**config.mk**
```make
export PLATFORM = sky130hd
export DESIGN_NAME = dm_arbiter
export DESIGN_NICKNAME = d
export VERILOG_FILES = /design/src/rtl/dm_arb_pkg.sv /design/src/rtl/dm_arb_pick.sv /design/src/rtl/dm_arbiter.sv
export SDC_FILE = /design/constraint.sdc
export NUM_CORES = 1
export LEC_CHECK = 0
export BUFFER_PORTS_ARGS = -buffer_cell sky130_fd_sc_hd__clkbuf_2
export CAP_MARGIN = 10
export CORE_AREA = 5 5 88 90
export CTS_CLUSTER_DIAMETER = 120
export CTS_CLUSTER_SIZE = 28
export DETAILED_ROUTE_END_ITERATION = 10
export DIE_AREA = 0 0 93 95
export PLACE_DENSITY = 0.7
export SYNTH_ARGS = -nofsm -noshare
export SYNTH_HDL_FRONTEND = slang
export SYNTH_SLANG_ARGS = --single-unit
```
**constraint.sdc**
```tcl
create_clock -name clk -period 3.6 [get_ports clk]
set_clock_uncertainty 0.2 [all_clocks]
set_input_delay 0.72 -clock clk [delete_from_list [all_inputs] [get_ports clk]]
set_output_delay 0.72 -clock clk [all_outputs]
set_load 0.05 [all_outputs]
```
**src/rtl/dm_arb_pkg.sv**
```systemverilog
// Shared types and constants for the data-memory arbiter.
package dm_arb_pkg;

  typedef enum logic {
    S_IDLE = 1'b0,
    S_RESP = 1'b1
  } state_e;

  localparam logic P_CPU = 1'b0;
  localparam logic P_DMA = 1'b1;

endpackage

```
**src/rtl/dm_arb_pick.sv**
```systemverilog
// Combinational two-way picker: round-robin or fixed priority, gated by an active lock.
module dm_arb_pick
  import dm_arb_pkg::*;
#(
  parameter int RR_EN = 1
) (
  input  logic [1:0] req_i,
  input  logic       last_grant_i,
  input  logic       lock_i,
  input  logic       lock_owner_i,
  output logic       win_o,
  output logic       vld_o
);

  always_comb begin
    win_o = P_CPU;
    vld_o = 1'b0;
    if (lock_i) begin
      // The non-owner is invisible while a locked sequence is open.
      win_o = lock_owner_i;
      vld_o = req_i[lock_owner_i];
    end else if (&req_i) begin
      vld_o = 1'b1;
      win_o = (RR_EN != 0) ? ~last_grant_i : P_CPU;
    end else if (req_i[0]) begin
      vld_o = 1'b1;
      win_o = P_CPU;
    end else if (req_i[1]) begin
      vld_o = 1'b1;
      win_o = P_DMA;
    end
  end

endmodule

```
**src/rtl/dm_arbiter.sv**
```systemverilog
// Two-port arbiter in front of a single-ported data memory (sync write, registered read).
module dm_arbiter
  import dm_arb_pkg::*;
#(
  parameter int RR_EN = 1,
  parameter int AW    = 10,
  parameter int DW    = 32
) (
  input  logic          clk,
  input  logic          rst_n,
  input  logic          req0,
  input  logic          we0,
  input  logic          lock0,
  input  logic [AW-1:0] addr0,
  input  logic [DW-1:0] wdata0,
  output logic          ack0,
  output logic [DW-1:0] rdata0,
  input  logic          req1,
  input  logic          we1,
  input  logic          lock1,
  input  logic [AW-1:0] addr1,
  input  logic [DW-1:0] wdata1,
  output logic          ack1,
  output logic [DW-1:0] rdata1,
  output logic [AW-1:0] m_addr,
  output logic [DW-1:0] m_din,
  output logic          m_we,
  input  logic [DW-1:0] m_dout,
  output logic          busy
);

  state_e        state_q, state_d;
  logic          owner_q, owner_d;
  logic          we_q, we_d;
  logic          lock_q, lock_d;
  logic          lock_owner_q, lock_owner_d;
  logic          last_grant_q, last_grant_d;
  logic [AW-1:0] addr_q;

  logic          win, win_vld, issue;
  logic          w_we, w_lock;
  logic [AW-1:0] w_addr;
  logic [DW-1:0] w_wdata;

  dm_arb_pick #(.RR_EN(RR_EN)) u_pick (
    .req_i       ({req1, req0}),
    .last_grant_i(last_grant_q),
    .lock_i      (lock_q),
    .lock_owner_i(lock_owner_q),
    .win_o       (win),
    .vld_o       (win_vld)
  );

  assign w_we    = win ? we1    : we0;
  assign w_lock  = win ? lock1  : lock0;
  assign w_addr  = win ? addr1  : addr0;
  assign w_wdata = win ? wdata1 : wdata0;
  assign issue   = (state_q == S_IDLE) && win_vld;
  assign busy    = (state_q == S_RESP);

  always_comb begin
    state_d      = state_q;
    owner_d      = owner_q;
    we_d         = we_q;
    lock_d       = lock_q;
    lock_owner_d = lock_owner_q;
    last_grant_d = last_grant_q;
    m_we         = 1'b0;
    m_addr       = '0;
    m_din        = '0;
    ack0         = 1'b0;
    ack1         = 1'b0;
    rdata0       = '0;
    rdata1       = '0;
    unique case (state_q)
      S_IDLE: begin
        if (win_vld) begin
          state_d      = S_RESP;
          owner_d      = win;
          we_d         = w_we;
          last_grant_d = win;
          // While locked the winner is always the lock owner, so lock=0 ends the sequence.
          if (!lock_q && w_lock) begin
            lock_d       = 1'b1;
            lock_owner_d = win;
          end else if (lock_q && !w_lock) begin
            lock_d = 1'b0;
          end
          // Gating with rst_n keeps the memory quiet the instant reset is asserted.
          if (rst_n) begin
            m_we   = w_we;
            m_addr = w_addr;
            m_din  = w_wdata;
          end
        end
      end
      S_RESP: begin
        state_d = S_IDLE;
        m_addr  = addr_q;
        if (owner_q == P_DMA) begin
          ack1 = 1'b1;
          if (!we_q) rdata1 = m_dout;
        end else begin
          ack0 = 1'b1;
          if (!we_q) rdata0 = m_dout;
        end
      end
      default: state_d = S_IDLE;
    endcase
  end

  always_ff @(posedge clk or negedge rst_n) begin
    if (!rst_n) begin
      state_q      <= S_IDLE;
      owner_q      <= P_CPU;
      we_q         <= 1'b0;
      lock_q       <= 1'b0;
      lock_owner_q <= P_CPU;
      last_grant_q <= P_DMA;
    end else begin
      state_q      <= state_d;
      owner_q      <= owner_d;
      we_q         <= we_d;
      lock_q       <= lock_d;
      lock_owner_q <= lock_owner_d;
      last_grant_q <= last_grant_d;
    end
  end

  always_ff @(posedge clk) begin
    if (issue) addr_q <= w_addr;
  end

endmodule

```
## Word-level counts from Yosys, hierarchy flattened

Index checks and enable logic that the tools add are counted.

| storage, ports and cells | value |
|---|---|
| output and inout bits | 110 |
| register bits | 16 |

| cells by class | value |
|---|---|
| order comparisons | 1 |
| mux-type cells | 35 |
| bitwise operators | 2 |
| reductions and logical operators | 10 |

Operators with widths:

| cell | count |
|---|---|
| 32-bit two-way mux | 9 |
| 10-bit two-way mux | 3 |
| 1-bit two-way mux | 21 |
| 10-bit case mux with 2 select lines | 1 |
| 3-bit AND reduction | 2 |
| 2-bit AND reduction | 2 |
| 1-bit logical AND | 3 |
| 1-bit zero test | 2 |
| 1-bit by 2-bit < comparator with 1-bit output (second input constant) | 1 |
| 1-bit NOT | 2 |
| 1-bit case mux with 2 select lines | 1 |
| 2-bit nonzero test | 1 |

## Longest topological paths before layout

| logic depth | value |
|---|---|
| depth in word-level cells | 9 |
| mapped depth | 7 |
| gate-level depth less buffers | 6 |

## By module

Synthesis repeated with hierarchy kept, for this count alone.

| unflattened totals | value |
|---|---|
| cells, all modules | 244 |
| area total of the unflattened synthesis | 1939.4 um^2 |

By module, submodules not included:

| module | seq. area each (um^2) | instances | area an instance (um^2) | cells an instance |
|---|---|---|---|---|
| dm_arbiter | 451.7 | 1 | 1895.6 | 237 |
| dm_arb_pick | 0.0 | 1 | 43.8 | 7 |

## Worst setup path after synthesis

No wires, ideal clock.

| path | value |
|---|---|
| path kind | input to output |
| from | input req0 |
| to | output m_din[23] |
| data arrival time | 2.187 ns |
| path buffers | 2 |
| stages on the path | 6 |
| setup slack | 0.493 ns |
| cells stage by stage | nand2_1 a31oi_4 buf_12 buf_8 mux2i_1 nor2_1 |

| on the way | value |
|---|---|
| word-level cells in the longest chain between the ends | 7 |
| elaborated cells on any way between the ends | 13 |
| those cells by class | mux: 12; reduce/logical: 1 |

Ends and longest elaborated chain:

| item | RTL line | text |
|---|---|---|
| from (decl) | dm_arbiter.sv:11 | `input logic req0,` |
| 1-bit two-way mux or 2-bit AND reduction (tied branches) | dm_arb_pick.sv:25, dm_arb_pick.sv:22 |  |
| 1-bit two-way mux | dm_arb_pick.sv:22 | `end else if (&req_i) begin` |
| 1-bit two-way mux | dm_arb_pick.sv:18 | `if (lock_i) begin` |
| 32-bit two-way mux | dm_arbiter.sv:57 | `assign w_wdata = win ? wdata1 : wdata0;` |
| 32-bit two-way mux | dm_arbiter.sv:90 | `if (rst_n) begin` |
| 32-bit two-way mux * | dm_arbiter.sv:77 | `if (win_vld) begin` |
| 32-bit two-way mux * | dm_arbiter.sv:75 | `unique case (state_q)` |
| to (decl) | dm_arbiter.sv:26 | `output logic [DW-1:0] m_din,` |

Mark *: on every way between the ends. The rest lies on a longest branch, timed or not. The select of a mux whose other input is x is not followed.

## Final worst setup path

| path | value |
|---|---|
| from | input req0 |
| to | output m_addr[5] |

| on the way | value |
|---|---|
| word-level cells in the longest chain between the ends | 7 |
| elaborated cells on any way between the ends | 13 |
| those cells by class | mux: 12; reduce/logical: 1 |

Ends and longest elaborated chain:

| item | RTL line | text |
|---|---|---|
| 1-bit two-way mux or 2-bit AND reduction (tied branches) | dm_arb_pick.sv:25, dm_arb_pick.sv:22 |  |
| 1-bit two-way mux * | dm_arb_pick.sv:22 |  |
| 1-bit two-way mux * | dm_arb_pick.sv:18 |  |
| 10-bit two-way mux * | dm_arbiter.sv:56 | `assign w_addr = win ? addr1 : addr0;` |
| via w_addr[5] | dm_arbiter.sv:42 | `logic [AW-1:0] w_addr;` |
| 10-bit two-way mux * | dm_arbiter.sv:90 |  |
| 10-bit two-way mux * | dm_arbiter.sv:77 |  |
| 10-bit case mux with 2 select lines * | dm_arbiter.sv:75 |  |
| to (decl) | dm_arbiter.sv:25 | `output logic [AW-1:0] m_addr,` |

Mark *: on every way through the listed nets, which the timed path passes. The rest lies on a longest branch. The select of a mux whose other input is x is not followed.

==> impl_metrics.py <==
metrics = {
    "logic_synthesis": {
        "async_flop_share_pct": 37.5,
        "ys_types": 25,
        "synth.area.top_cells": "nor2_1, mux2i_1, edfxtp_1",
        "synth_common_cells": "nor2_1, mux2i_1, nand2b_1, clkbuf_1, mux2_2",
        "syn_avg_cell_area_um2": 7.77,
        "syn_nets": 367,
        "synth_ff_type": "edfxtp_1",
        "synth_edf_count": 10,
        "yosysWarnings": 0,
        "netlist_instances": 242,
        "synth_seq_cells": 16,
        "synth_top_cell_area_share_pct": 19.8,
        "syn-cell-area_mm2": 0.00188,
        "ys_seq_area_share_pct": 24.0,
        "yosysTopAreaCell": "nor2_1",
        "synthMostInstantiatedCell": "nor2_1",
    },
    "clocking": {
        "cts.sinks": 16,
        "cts_setup_buffers": 0,
        "cts_buffers": 3,
        "clkLatencyLatePin_ps": 250,
        "cts_resized": 0,
        "cts_tree": "built",
        "clock_path_buffers": 2,
        "cts_htree_levels": 1,
        "cts_root_buffer": "clkbuf_8",
        "path_clk_slew_ps": 60,
        "holdBufCountCts": 0,
    },
    "grt": {
        "grt-ovfl-total": 0,
        "grt_pass1_wl_mm": 10.8,
        "track_usage_pct": 14.7,
        "grt_max_degree": 34,
        "antenna_found_initial": 0,
        "grt_pass1_vias": 2481,
    },
    "sta": {
        "fin_ws_ps": 419,
        "drv_slew": 0,
        "worstMarginPinSlew_ps": 745,
        "fin_crit_ps": 3180,
        "finalSetupTns_ps": 0,
        "setup_viol": 0,
        "rsz0062_at_grt": "no",
        "hold_ws_ps": 187,
        "max_freq_ghz": 0.314,
        "max_slew_margin_pct": 50.3,
        "period_share_pct": 88.4,
        "finalHoldViolCount": 0,
    },
    "pwr": {
        "intPower_uw": 994,
        "pwr-share-clk_pct": 5.3,
        "pwr-share-comb_pct": 79.6,
        "netSwitchingFraction_pct": 61.8,
        "power.density_mw_per_mm2": 838,
        "pwr-share-seq_pct": 15.1,
        "max-vdd-ir-drop_v": 0.000321,
        "p_switching_mw": 1.61,
        "p_leak_nw": 1.81,
    },
    "routing": {
        "wl_per_cell_um": 13.2,
        "via_per_inst": 4.60,
        "drc": 0,
        "wl_met1_mm": 2.63,
        "ant_nets": 0,
        "wl_mm": 7.21,
        "drt_iter0_markers": 84,
        "vias": 2507,
        "wl_met2_mm": 3.69,
        "maxUsedRoutingLayer": "met4",
        "dr_wl_met3_um": 783,
        "firstDrtPassIters": 4,
    },
    "place": {
        "dp_cells": 541,
        "postPlaceCellArea_mm2": 0.00306,
        "gp_congestion": 0.799,
        "dp_hpwl_mm": 6.12,
        "io_buffers": 233,
        "dp_slack_ps": 402,
    },
    "setup_path": {
        "r2r_slack_ps": 880,
        "cp_max_fo": 12,
        "worstPathArrival_ps": 2260,
        "r2r_end": "lock_q",
        "crit_end": "m_addr[5]",
        "r2r_cells": 7,
        "crit_type": "in2out",
        "startpoint_type": "input pin",
        "end_kind": "output port",
        "cp.required_ps": 2680,
        "crit_start": "req0",
        "rr_startpoint": "last_grant_q",
    },
    "cells_and_area": {
        "layout.nets": 589,
        "postLayoutCellArea_mm2": 0.00310,
        "diodes": 0,
        "drive_above_1_share_pct": 55.7,
        "fin_cells": 545,
        "syn_to_final_growth_pct": 64.9,
    },
    "die": {
        "fp.dieW_um": 93,
        "die_h_um": 95,
        "dieArea_mm2": 0.00884,
        "core_mm2": 0.00698,
        "core.rowCount": 31,
        "ios": 234,
        "floorplan.initialDensity_pct": 26.9,
    },
    "outcome": {
        "outcome": "completed",
    },
    "job": {
        "drv_cap": 0,
    },
    "min_path": {
        "hold_path_class": "in2async",
    },
}
-- power groups by stage --
stage	clock, mW	sequential (mW)	combinational, mW
floorplan	0	0.352	1.76
global placement	0	0.395	2.07
detailed placement	0	0.400	2.09
CTS	0.141	0.397	2.09
global route	0.151	0.412	2.20
finish	0.137	0.393	2.07
-- stage by stage --
step                util, %  power [mW]
finish                 44.4        2.60
global route           44.4        2.77
CTS                    44.4        2.63
detailed placement     43.8        2.49
global placement       43.8        2.46
floorplan                 -        2.11
-- flip-flops by register name (all words and copies together), names as in the netlist --
register      flops
owner_q           1
lock_owner_q      1
we_q              1
busy              1
lock_q            1
last_grant_q      1
addr_q           10
-- layer usage --
metal	up-vias	track usage, %
met5	-	0
met4	0	3.54
met3	10	4.94
met2	133	27.1
met1	1117	16.3
li1	1247	-
-- cell families after synthesis --
logic type,Yosys count,synth area share [%]
simple gates,138,32.5
mux,46,25.5
buf+inv,24,8.58
compound gates,17,8.78
flops,16,24.0
fa+ha+maj,1,0.665
-- worst min-delay path by stage --
| stage | from | to | slack, ps | depth (start not counted) |
|---|---|---|---|---|
| floorplan | rst_n | busy | 220 | 0 |
| global placement | owner_q | owner_q | 290 | 1 |
| detailed placement | owner_q | owner_q | 300 | 1 |
| CTS | rst_n | lock_q | 190 | 1 |
| global route | rst_n | lock_q | 190 | 1 |
| finish | rst_n | lock_q | 190 | 1 |
-- placed cells by master, fill, tap and decap left out --
cell	Yosys	routed
clkbuf_2	0	233
nor2_1	99	99
mux2i_1	34	34
nand2b_1	33	33
mux2_2	11	11
a32o_1	10	10
edfxtp_1	10	10
dfrtp_1	5	5
buf_4	2	4
inv_1	3	3
nand2_1	3	3
clkbuf_8	0	3
o21a_1	2	2
a21oi_1	2	2
and2_4	1	1
a31oi_4	1	1
mux2_4	1	1
a211oi_4	0	1
nand2_2	1	1
nor2b_1	1	1
a31oi_1	1	1
ha_1	1	1
clkbuf_1	12	1
dfstp_2	1	1
buf_12	3	1
-- final cells by class --
class                   count  area, µm²
well taps                  82        103
repair buffers            238       1220
multi-input cells         202       1270
inverters                   3       11.3
flip-flops and latches     16        452
clock buffers               4       45.0
fillers                   695       3880
-- worst max-delay path, cell delays in order --
cell and delay [ps]:
clkbuf_2 100, nand2_1 80, a31oi_4 450, mux2_2 410
a32o_1 260, clkbuf_2 240
Note: power is estimated with default switching activity, not from simulation.
